**src/rtl/uart_tx_dev.sv**
```systemverilog
// ---------------------------------------------------------------------------
// uart_tx_dev: memory-mapped UART transmitter (8N1, optional even parity).
//
// CPU writes to DATA queue bytes in a FIFO_DEPTH-entry FIFO. While CTRL.TXEN
// is set, the transmitter pops one byte at a time and sends it on txd as
// start bit, eight data bits LSB first, optional parity bit, then stop bit.
// Each bit lasts max(DIVISOR,1) clocks. DONE is set when a frame ends with
// nothing left to send. IRQ is the registered AND of DONE and CTRL.IE.
//
// Register map (Addr[3:2]):
//   0 DATA     W: push Din[7:0]          R: 0
//   1 CTRL     bit0 TXEN, bit1 IE, bit2 PAR (parity builds only)
//   2 STATUS   bit0 BUSY, bit1 FULL, bit2 EMPTY, bit3 OVF, bit4 DONE,
//              [8 +: log2(FIFO_DEPTH)+1] FIFO count; any write clears OVF/DONE
//   3 DIVISOR  [15:0] bit period in clocks
//
// Ports:
//   clk    system clock
//   reset  asynchronous active-low reset
//   Addr   word address [31:2]; only [3:2] decoded (bridge does base decode)
//   WE     write strobe, sampled on rising clk
//   Din    write data
//   Dout   read data, combinational from Addr
//   IRQ    registered level interrupt
//   txd    serial output, idle high
//
// Build option: define UART_TX_PARITY_EN to make CTRL.PAR writable and add
// the even-parity bit state. Without it, frames are always 8N1.
// ---------------------------------------------------------------------------
module uart_tx_dev #(
    parameter int          FIFO_DEPTH = 8,
    parameter logic [15:0] DIV_RESET  = 16'd16
) (
    input  logic        clk,
    input  logic        reset,
    input  logic [31:2] Addr,
    input  logic        WE,
    input  logic [31:0] Din,
    output logic [31:0] Dout,
    output logic        IRQ,
    output logic        txd
);

    localparam int         AW       = $clog2(FIFO_DEPTH);
    localparam logic [AW:0] FULL_CNT = (AW + 1)'(FIFO_DEPTH);

    localparam logic [2:0] S_IDLE  = 3'd0;
    localparam logic [2:0] S_START = 3'd1;
    localparam logic [2:0] S_DATA  = 3'd2;
`ifdef UART_TX_PARITY_EN
    localparam logic [2:0] S_PAR   = 3'd3;
`endif
    localparam logic [2:0] S_STOP  = 3'd4;

    // Bus handshake: a register write happens on every rising clk edge where
    // WE is high; reads are purely combinational with no wait states.
    logic wr_data, wr_ctrl, wr_stat, wr_div;
    assign wr_data = WE && (Addr[3:2] == 2'd0);
    assign wr_ctrl = WE && (Addr[3:2] == 2'd1);
    assign wr_stat = WE && (Addr[3:2] == 2'd2);
    assign wr_div  = WE && (Addr[3:2] == 2'd3);

    logic unused_ok;
    assign unused_ok = ^{Addr[31:4], Din[31:16]};

    // ---------------- registers ----------------
    logic        txen, ie, ovf, done;
    logic [15:0] divisor;
`ifdef UART_TX_PARITY_EN
    logic        par_en;
`endif

    // ---------------- FIFO ----------------
    logic [7:0]    mem [FIFO_DEPTH];
    logic [AW-1:0] wr_ptr, rd_ptr;
    logic [AW:0]   count;
    logic          fifo_full, fifo_empty, push, pop;

    // ---------------- transmitter ----------------
    logic [2:0]  state;
    logic [15:0] bit_cnt;
    logic [2:0]  bit_idx;
    logic [7:0]  shift;
`ifdef UART_TX_PARITY_EN
    logic        par_bit;
`endif
    logic [15:0] div_eff;
    logic        bit_end, set_done;

    assign fifo_full  = (count == FULL_CNT);
    assign fifo_empty = (count == '0);
    assign push       = wr_data && !fifo_full;
    assign pop        = (state == S_IDLE) && txen && !fifo_empty;
    assign div_eff    = (divisor == 16'd0) ? 16'd1 : divisor;
    assign bit_end    = (bit_cnt == 16'd1);
    // A push in the exit cycle means more work is coming, so no DONE.
    assign set_done   = (state == S_STOP) && bit_end && fifo_empty && !wr_data;

    always_ff @(posedge clk) begin
        if (push) mem[wr_ptr] <= Din[7:0];
    end

    always_ff @(posedge clk or negedge reset) begin
        if (!reset) begin
            wr_ptr <= '0;
            rd_ptr <= '0;
            count  <= '0;
        end else begin
            if (push) wr_ptr <= wr_ptr + 1'b1;
            if (pop)  rd_ptr <= rd_ptr + 1'b1;
            case ({push, pop})
                2'b10:   count <= count + 1'b1;
                2'b01:   count <= count - 1'b1;
                default: count <= count;
            endcase
        end
    end

    always_ff @(posedge clk or negedge reset) begin
        if (!reset) begin
            txen    <= 1'b0;
            ie      <= 1'b0;
`ifdef UART_TX_PARITY_EN
            par_en  <= 1'b0;
`endif
            divisor <= DIV_RESET;
            ovf     <= 1'b0;
            done    <= 1'b0;
            IRQ     <= 1'b0;
        end else begin
            if (wr_ctrl) begin
                txen   <= Din[0];
                ie     <= Din[1];
`ifdef UART_TX_PARITY_EN
                par_en <= Din[2];
`endif
            end
            if (wr_div) divisor <= Din[15:0];
            if (wr_data && fifo_full) ovf <= 1'b1;
            else if (wr_stat)         ovf <= 1'b0;
            if (set_done)                 done <= 1'b1;
            else if (wr_stat || wr_data)  done <= 1'b0;
            IRQ <= done & ie;
        end
    end

    // Bit timing: bit_cnt holds the clocks left in the current bit. It is
    // reloaded from DIVISOR only at a bit boundary, so a mid-frame DIVISOR
    // write never stretches or shortens the bit already in progress.
    always_ff @(posedge clk or negedge reset) begin
        if (!reset) begin
            state   <= S_IDLE;
            bit_cnt <= 16'd1;
            bit_idx <= 3'd0;
            shift   <= 8'd0;
`ifdef UART_TX_PARITY_EN
            par_bit <= 1'b0;
`endif
        end else begin
            if (state != S_IDLE) begin
                if (bit_end) bit_cnt <= div_eff;
                else         bit_cnt <= bit_cnt - 16'd1;
            end
            case (state)
                S_IDLE: begin
                    if (pop) begin
                        shift   <= mem[rd_ptr];
`ifdef UART_TX_PARITY_EN
                        par_bit <= ^mem[rd_ptr];
`endif
                        bit_cnt <= div_eff;
                        state   <= S_START;
                    end
                end
                S_START: begin
                    if (bit_end) begin
                        bit_idx <= 3'd0;
                        state   <= S_DATA;
                    end
                end
                S_DATA: begin
                    if (bit_end) begin
                        shift   <= {1'b0, shift[7:1]};
                        bit_idx <= bit_idx + 3'd1;
                        if (bit_idx == 3'd7) begin
`ifdef UART_TX_PARITY_EN
                            state <= par_en ? S_PAR : S_STOP;
`else
                            state <= S_STOP;
`endif
                        end
                    end
                end
`ifdef UART_TX_PARITY_EN
                S_PAR: begin
                    if (bit_end) state <= S_STOP;
                end
`endif
                S_STOP: begin
                    if (bit_end) state <= S_IDLE;
                end
                default: state <= S_IDLE;
            endcase
        end
    end

    always_comb begin
        txd = 1'b1;
        case (state)
            S_START: txd = 1'b0;
            S_DATA:  txd = shift[0];
`ifdef UART_TX_PARITY_EN
            S_PAR:   txd = par_bit;
`endif
            default: txd = 1'b1;
        endcase
    end

    always_comb begin
        Dout = '0;
        case (Addr[3:2])
            2'd1: begin
                Dout[0] = txen;
                Dout[1] = ie;
`ifdef UART_TX_PARITY_EN
                Dout[2] = par_en;
`endif
            end
            2'd2: begin
                Dout[0]         = (state != S_IDLE);
                Dout[1]         = fifo_full;
                Dout[2]         = fifo_empty;
                Dout[3]         = ovf;
                Dout[4]         = done;
                Dout[8 +: AW+1] = count;
            end
            2'd3:    Dout[15:0] = divisor;
            default: Dout = '0;
        endcase
    end

endmodule
```
**config.mk**
```make
export PLATFORM = sky130hd
export DESIGN_NAME = uart_tx_dev
export DESIGN_NICKNAME = d
export VERILOG_FILES = /design/src/rtl/uart_tx_dev.sv
export SDC_FILE = /design/constraint.sdc
export NUM_CORES = 1
export LEC_CHECK = 0
export BUFFER_PORTS_ARGS = -buffer_cell sky130_fd_sc_hd__buf_2
export CAP_MARGIN = 20
export CORE_MARGIN = 5
export CORE_UTILIZATION = 50
export CTS_CLUSTER_DIAMETER = 120
export DETAILED_ROUTE_END_ITERATION = 16
export PLACE_DENSITY_LB_ADDON = 0.12
export SLEW_MARGIN = 0
export SYNTH_ARGS = -nofsm -noshare
export SYNTH_HDL_FRONTEND = slang
export SYNTH_SLANG_ARGS = --single-unit
```
**constraint.sdc**
```tcl
create_clock -name clk -period 5 [get_ports clk]
set_input_delay 1 -clock clk [delete_from_list [all_inputs] [get_ports clk]]
set_output_delay 1 -clock clk [all_outputs]
set_load 0.03 [all_outputs]
```
# Yosys cells after proc, flatten, opt, wreduce, memory -nomap -nowiden
# Memory sizes are Yosys's and may differ from the RTL's.
# Cells that the tools add are included.
[classes] n_reduce_logical=28 eq_ne=16 n_div=0 bitwise=1 magnitude_cmp=0 addsub=6 multipliers=0 shifts=0 mux=29
[op_table] operator="two-way mux 16 bit" count=5
[op_table] operator="two-way mux 3 bit" count=7
[op_table] operator="equality test 16 x 1 -> 1 bit, second input constant" count=1
[op_table] operator="logical NOT 16 bit" count=1
[op_table] operator="two-way mux 8 bit" count=2
[op_table] operator="case mux 4 bit (2 select lines)" count=2
[op_table] operator="case mux 8 bit (2 select lines)" count=1
[op_table] operator="subtractor 16 x 1 -> 16 bit, second input constant" count=1
[op_table] operator="case mux 3 bit (2 select lines)" count=2
[op_table] operator="case mux 3 bit (4 select lines)" count=1
[op_table] operator="logical AND 1 bit" count=11
[op_table] operator="inequality test 2 bit, second input constant" count=5
[op_table] operator="nonzero test 2 bit" count=5
[op_table] operator="adder 3 x 1 -> 3 bit, second input constant" count=3
[op_table] operator="equality test 2 bit, second input constant" count=3
[op_table] operator="equality test 3 bit, second input constant" count=2
[op_table] operator="two-way mux 1 bit" count=6
[op_table] operator="case mux 2 bit (3 select lines)" count=1
[op_table] operator="AND reduction 3 bit" count=2
[op_table] operator="AND reduction 5 bit" count=1
[op_table] operator="adder 4 x 1 -> 4 bit, second input constant" count=1
[op_table] operator="equality test 2 x 1 -> 1 bit, second input constant" count=2
[op_table] operator="equality test 4 bit, second input constant" count=1
[op_table] operator="logical NOT 4 bit" count=1
[op_table] operator="11 further kinds" count=13
[totals] reg_bits=61 mem_bits_ro=0 mem_count=1 mem_bits_rw=64 latch_bits=0
[memory_table] name="mem" words=8 width=8 rd=1 rd_clocked_by_memory_dff=0 wr=1 line_no="74" text="logic [7:0] mem [FIFO_DEPTH];"

# Logic depth before layout (Yosys ltp)
# Gate-level depths: netlist (run 1).
[depth] depth_word=6 mapped_depth=10

# Least setup slack after synthesis (run 1)
# Ideal clock, no wire load.
[synth_timing] kind="in2reg" from="in Addr[3] (netlist bit)" to="reg count[3]" required_time_ps=4920 setup_time_ps=80 stages=9 slack_ps=1942 arrival_ps=2978 path_cell_list="clkbuf_1 nor3_1 clkinv_1 ha_1 ha_1 a21o_1 a21oi_1 mux2i_1 xnor2_1"
[synth_via] elab_chain_cells=5 word_cells_on_any_way=7 cone_classes="2 x eq/ne; 1 x mux; 4 x reduce/logical"
[synth_rtl] element="start, declared" line_no="36" text="input logic [31:2] Addr,"
[synth_rtl] element="logical NOT 2 bit (*)" line_no="58" text="assign wr_data = WE && (Addr[3:2] == 2'd0);"
[synth_rtl] element="logical AND 1 bit (*)" line_no="58"
[synth_rtl] element="logical AND 1 bit (*)" line_no="92" text="assign push = wr_data && !fifo_full;"
[synth_rtl] element="equality test 2 x 1 -> 1 bit or equality test 2 bit (tied branches)" line_no="111" text="case ({push, pop})"
[synth_rtl] element="case mux 4 bit (2 select lines) or nonzero test 2 bit (tied branches)"
[synth_rtl] element="end signal, assigned" line_no="112" text="2'b10: count <= count + 1'b1;"
[synth_rtl] element="end signal, assigned" line_no="113" text="2'b01: count <= count - 1'b1;"
[synth_rtl] element="end signal, assigned" line_no="114" text="default: count <= count;"
[synth_rtl] element="end, declared" line_no="76" text="logic [AW:0] count;"
# Every way passes the cells marked *; elsewhere a longest branch is shown, timed or not.
# A chain may end at the register's enable or synchronous reset.

# Final worst setup path (run 1)
[layout_timing] from="reg state[2]" to="out Dout[0]"
[layout_via] elab_chain_cells=2
[layout_rtl] element="start, declared" line_no="80" text="logic [2:0] state;"
[layout_rtl] element="start signal, assigned" line_no="152" text="state <= S_IDLE;"
[layout_rtl] element="start signal, assigned" line_no="172" text="state <= S_START;"
[layout_rtl] element="start signal, assigned" line_no="178" text="state <= S_DATA;"
[layout_rtl] element="nonzero test 3 bit" line_no="230" text="Dout[0] = (state != S_IDLE);"
[layout_rtl] element="case mux 2 bit (3 select lines)" line_no="221" text="case (Addr[3:2])"
[layout_rtl] element="end, declared" line_no="39" text="output logic [31:0] Dout,"
# No other way between the ends.

==> results of run 1 <==
==> through the flow <==
step / area [sq um] / util / power [uW]
floorplan: 6160 / - / 2300
global placement: 6340 / 0.528 / 2550
detailed placement: 6340 / 0.528 / 2580
CTS: 6920 / 0.576 / 3790
global route: 6920 / 0.576 / 3980
finish: 6920 / 0.576 / 3770
==> area by class of cell <==
class	instances	area (sq um)	area share
clock inverters	12	148	0.0213
flip-flops and latches	125	3450	0.498
repair buffers	46	248	0.0358
clock buffers	19	433	0.0625
multi-input cells	324	2410	0.348
inverters	13	48.8	0.00705
well taps	147	184	0.0266
==> path summary, 6_finish.rpt <==
path / from / to / slack [ns] / cells after the start
min reg2reg: ie / IRQ / 0.52 / 1
max: state[2] / Dout[0] / 1.54 / 4
max in group asynchronous: reset / divisor[13] / 3.71 / 2
max reg2reg: count[0] / count[3] / 2.03 / 9
min in group asynchronous: reset / bit_cnt[12] / 0.76 / 2
min: ie / IRQ / 0.52 / 1
==> metal layers <==
metal,vias up,part of all wire,GRT usage
met3,17,0.051,0.0440
li1,1919,-,-
met4,0,0.017,0.0807
met5,-,0,0
met2,119,0.47,0.290
met1,2033,0.46,0.267
==> registers in the layout, indices dropped and copies added, names as in the netlist, 4 cells and up <==
name and count:
bit_cnt 16, count 4, divisor 16, mem 64, shift 8
==> synth_stat cells (3+ instances only) <==
cell type  instances
a211oi_1           3
a21oi_1            9
a31oi_1            6
and2_1             3
and3_1             7
buf_2             10
buf_4             18
clkbuf_1          15
dfrtp_1           59
edfxtp_1          64
ha_1               9
inv_1             12
mux2_2            20
mux2i_1           37
nand2_1           23
nand2b_1           8
nand4_1            8
nor2_1            23
nor2b_1           10
nor3_1            25
nor4_1             5
o211ai_1          10
o21ai_0            5
o221a_2            9
o221ai_1           3
o22ai_1           14
o31a_1             6
o31ai_1            8
or3_1              3
or4_1              4
xnor2_1            8
==> cells by family after synthesis <==
family | synth area share
XOR/XNOR | 0.0129
flip-flops | 0.566
other | 0.000615
adder cells (fa/ha/maj) | 0.0217
AO/OA/AOI/OAI | 0.112
buffers and inverters | 0.0494
multiplexers | 0.105
AND/OR/NAND/NOR | 0.132
==> power breakdown <==
group / leakage [uW] / total, uW / switching (uW) / internal, uW
Sequential: 0.00131 / 1500 / 227 / 1280
Combinational: 0.00115 / 1060 / 592 / 468
Clock: 0.000274 / 1210 / 431 / 775
Total: 0.00273 / 3770 / 1250 / 2520
==> critical path: stages, from the launching register on <==
cell and delay (ns):
dfrtp_1 0.49, or3_1 0.76, mux2_2 0.43, a22o_1 0.18
buf_2 0.17
==> flow_summary.yaml, run 1 <==
clocking:
  clk_latency_ns: 0.41
  cts_tree: "yes"
  cts_hold_buffers: 0
  path_clk_slew_ns: 0.05
  ctsLongestPathBuffers: 2
  ctsRootBufferMaster: "clkbuf_16"
  cts_resized: 0
  cts_sinks: 125
  htree_levels: 4
  postCtsSetupBuffers: 0
  numCtsBuffers: 17
flow_run:
  cap_violations: 0
detailed_routing:
  viasPerCell: 5.96
  wire_per_inst_microns: 18.9
  drcViolationCount: 0
  first_pass_iters: 4
  finalWirelength_microns: 13000
  dr.first_iter.drc_count: 307
  ant_nets: 0
  vias: 4088
global_routing:
  grt_antenna_before_repair: 0
  track_usage: 0.191
  grt_max_degree: 62
  grt_pass1_wl_microns: 21300
  grt_pass1_vias: 4043
  grt_overflow: 0
layout:
  drive_above_1_share: 0.223
  final_cells: 686
  final_cell_mix: "edfxtp_1 (64), dfrtp_1 (59), buf_2 (39)"
  nets: 602
  fillerInstances: 1000
  n_antenna_cell: 0
  final_common_cell: "edfxtp_1"
  area_growth_syn_to_layout_pct: 13.5
placed_design:
  io_buffers: 38
  dp_hpwl_microns: 8780
  gp_congestion: 0.819
  preCtsSetupSlack_ns: 1.20
  dp_cells: 655
floorplan:
  core_area_sq_mm: 0.0120
  start_util: 0.508
  die_w_microns: 120
  rows: 40
  die_h_microns: 120
  die-area_sq_mm: 0.0145
  ioPinCount: 99
timing:
  max_freq_mhz: 289
  finalHoldViolCount: 0
  fin_ws_ns: 1.54
  setup_tns_ns: 0
  finalCritPeriodShare: 0.693
  period_minus_slack_ns: 3.46
  slew_violations: 0
  finalSetupViolCount: 0
  clock_skew_ns: 0.00639
  rsz0062_at_grt: "no"
  worstMarginPinSlew_ns: 0.977
  max_slew_margin: 0.344
  holdWs_ns: 0.518
synthesis:
  yosysSeqAreaShare: 0.566
  synth_edf_count: 64
  synth_top_cell_area_share: 0.315
  ys_ff_latch: 125
  synth-main-ff-cell: "edfxtp_1"
  yosys-top-cells-area: "edfxtp_1 (31%), dfrtp_1 (24%), mux2i_1 (6.1%)"
  synthCells: 491
  synth_async_sr_flop_share: 0.488
  netlist_area_sq_mm: 0.00610
  yosysWarningCount: 0
  yosysTopAreaCell: "edfxtp_1"
  ys_types: 66
  postSynthAreaPerCell_sq_um: 12.4
hold_path:
  hold_path.class: "flop to flop"
setup_path:
  cp_data_arrival_time_ns: 2.46
  crit_fanout: 23
  cp-start-kind: "flop"
  cp.required_ns: 4.00
  end_kind: "output pin"
  path_class: "flop to output pin"
power:
  vdd_ir_drop_max_v: 0.000331
  power.density_mw_per_mm2: 545
  p_leak_uw: 0.00273
status:
  status: "complete, no violations"
No activity file was read; power rests on OpenSTA's default activity.
==> run 2: changes to the inputs <==
clock period = 3.2 ns   (was 5 ns; I/O delays follow)
==> run 2 against run 1 <==
  * Worst hold slack got worse by 0.23 ns
  * Critical endpoint unchanged
  * Register-to-register slack worse by 1.4 ns
  * Critical path depth unchanged
  * Global-route usage shrank 0.31 points
  * Count of clock-buffer cells in the layout decreased by 1
  * Sequential power increased by 59%
  * Highest routed layer unchanged
==> flow_summary.yaml, run 2 (synthesis results as in run 1) <==
placed_design:
  gp_congestion: 0.857
  io_buffers: 38
  dp_hpwl_microns: 9120
  dp_cells: 667
detailed_routing:
  wire_per_inst_microns: 18.7
  vias: 4144
  drcViolationCount: 0
  finalWirelength_microns: 13100
  viasPerCell: 5.93
  ant_nets: 0
  dr.first_iter.drc_count: 311
  first_pass_iters: 5
setup_path:
  cp.buffers_inverters: 1
  cp_cell_sequence: "or3_1 -> mux2_2 -> a22o_1 -> buf_2"
  r2r_slack_ns: 0.62
  critical_path.max_stage_delay_ns: 0.49
  end_kind: "output pin"
  crit_family: "flip-flops"
  crit_fanout: 13
  path_class: "flop to output pin"
  cp.required_ns: 2.56
  cpMaxStageDelayCell: "dfrtp_1"
  r2r_end: "count[3]"
  crit_cells: 4
  r2r_cells: 9
  cp-start-kind: "flop"
  cp_data_arrival_time_ns: 2.05
  r2r_start: "count[0]"
clocking:
  path_clk_slew_ns: 0.05
  cts_sinks: 125
  cts_tree: "yes"
  clk_latency_ns: 0.42
  ctsRootBufferMaster: "clkbuf_16"
  postCtsSetupBuffers: 0
  htree_levels: 4
  cts_hold_buffers: 0
  ctsLongestPathBuffers: 2
  cts_resized: 0
  numCtsBuffers: 17
floorplan:
  die_h_microns: 120
  core_area_sq_mm: 0.0120
  ioPinCount: 99
  rows: 40
  start_util: 0.508
  die-area_sq_mm: 0.0145
  die_w_microns: 120
global_routing:
  grt_max_degree: 32
  grt_pass1_vias: 3938
  track_usage: 0.188
  grt_antenna_before_repair: 0
  grt_pass1_wl_microns: 21000
  grt_overflow: 0
power:
  p_leak_uw: 0.00281
  vdd_ir_drop_max_v: 0.000405
  intPower_uw: 4000
  swShare: 0.335
  power.density_mw_per_mm2: 851
  p_clk_frac: 0.320
  p_comb_frac: 0.284
  p_seq_frac: 0.396
  power_switching_uw: 2010
timing:
  slew_violations: 0
  setup_tns_ns: 0
  finalCritPeriodShare: 0.841
  finalSetupViolCount: 0
  period_minus_slack_ns: 2.69
  rsz0062_at_grt: "no"
  finalHoldViolCount: 0
  max_slew_margin: 0.453
  worstMarginPinSlew_ns: 0.819
  max_freq_mhz: 372
  clock_skew_ns: 0.00712
layout:
  nets: 614
  reg_top3: "mem: 64 flops, bit_cnt: 16 flops, divisor: 16 flops"
  drive_above_1_share: 0.245
  n_antenna_cell: 0
  fillerInstances: 995
  area_growth_syn_to_layout_pct: 15.7
  post-route-util: 0.588
  final_cells: 699
  largest-register: "mem"
  multi_input_area_sq_mm: 0.00241
  seq_area_sq_mm: 0.00345
  final_cell_mix: "edfxtp_1 (64), dfrtp_1 (59), buf_2 (38)"
  final_common_cell: "edfxtp_1"
  largest_reg_flops: 64
hold_path:
  hold_path.class: "input port to asynchronous set/reset pin"
status:
  status: "complete, no violations"
flow_run:
  cap_violations: 0
run 2: final cells by class:
| class | instances | area share |
|---|---|---|
| Clock buffer | 18 | 0.0608 |
| Clock inverter | 14 | 0.0239 |
| Inverter | 13 | 0.00691 |
| Multi-Input combinational cell | 324 | 0.342 |
| Sequential cell | 125 | 0.489 |
| Tap cell | 147 | 0.0261 |
| Timing Repair Buffer | 58 | 0.0518 |
run 2: stage by stage:
step	worst slack (ns)	area, sq um	hold slack (ns)	total power (uW)
finish	0.509	7060	0.293	6010
global route	0.402	7060	0.355	6320
CTS	0.509	7060	0.309	6030
detailed placement	0.472	6460	0.516	4090
global placement	0.492	6460	0.502	4040
floorplan	0.502	6160	0.344	3590
run 2: worst max path at each step:
stage / startpoint / end / slack (ns)
after floorplan: Addr[3] / count[3] / 0.50
after global placement: Addr[3] / count[3] / 0.49
after detailed placement: Addr[3] / count[3] / 0.47
after CTS: state[2] / Dout[0] / 0.51
after global routing: count[0] / count[3] / 0.40
final: state[2] / Dout[0] / 0.51
run 2: routing by layer:
metal  up-vias  part of all wire  track usage
li1       1938                 -            -
met1      2066              0.47        0.278
met2       125              0.46        0.269
met3        15             0.051       0.0463
met4         0             0.013       0.0715
met5         -                 0            0
run 2: power groups by stage:
stage               registers [uW]  clock network [uW]  logic (uW)
finish                        2380                1920        1710
global route                  2420                2040        1850
CTS                           2370                1950        1700
detailed placement            2400                   0        1690
global placement              2380                   0        1660
floorplan                     2250                   0        1350
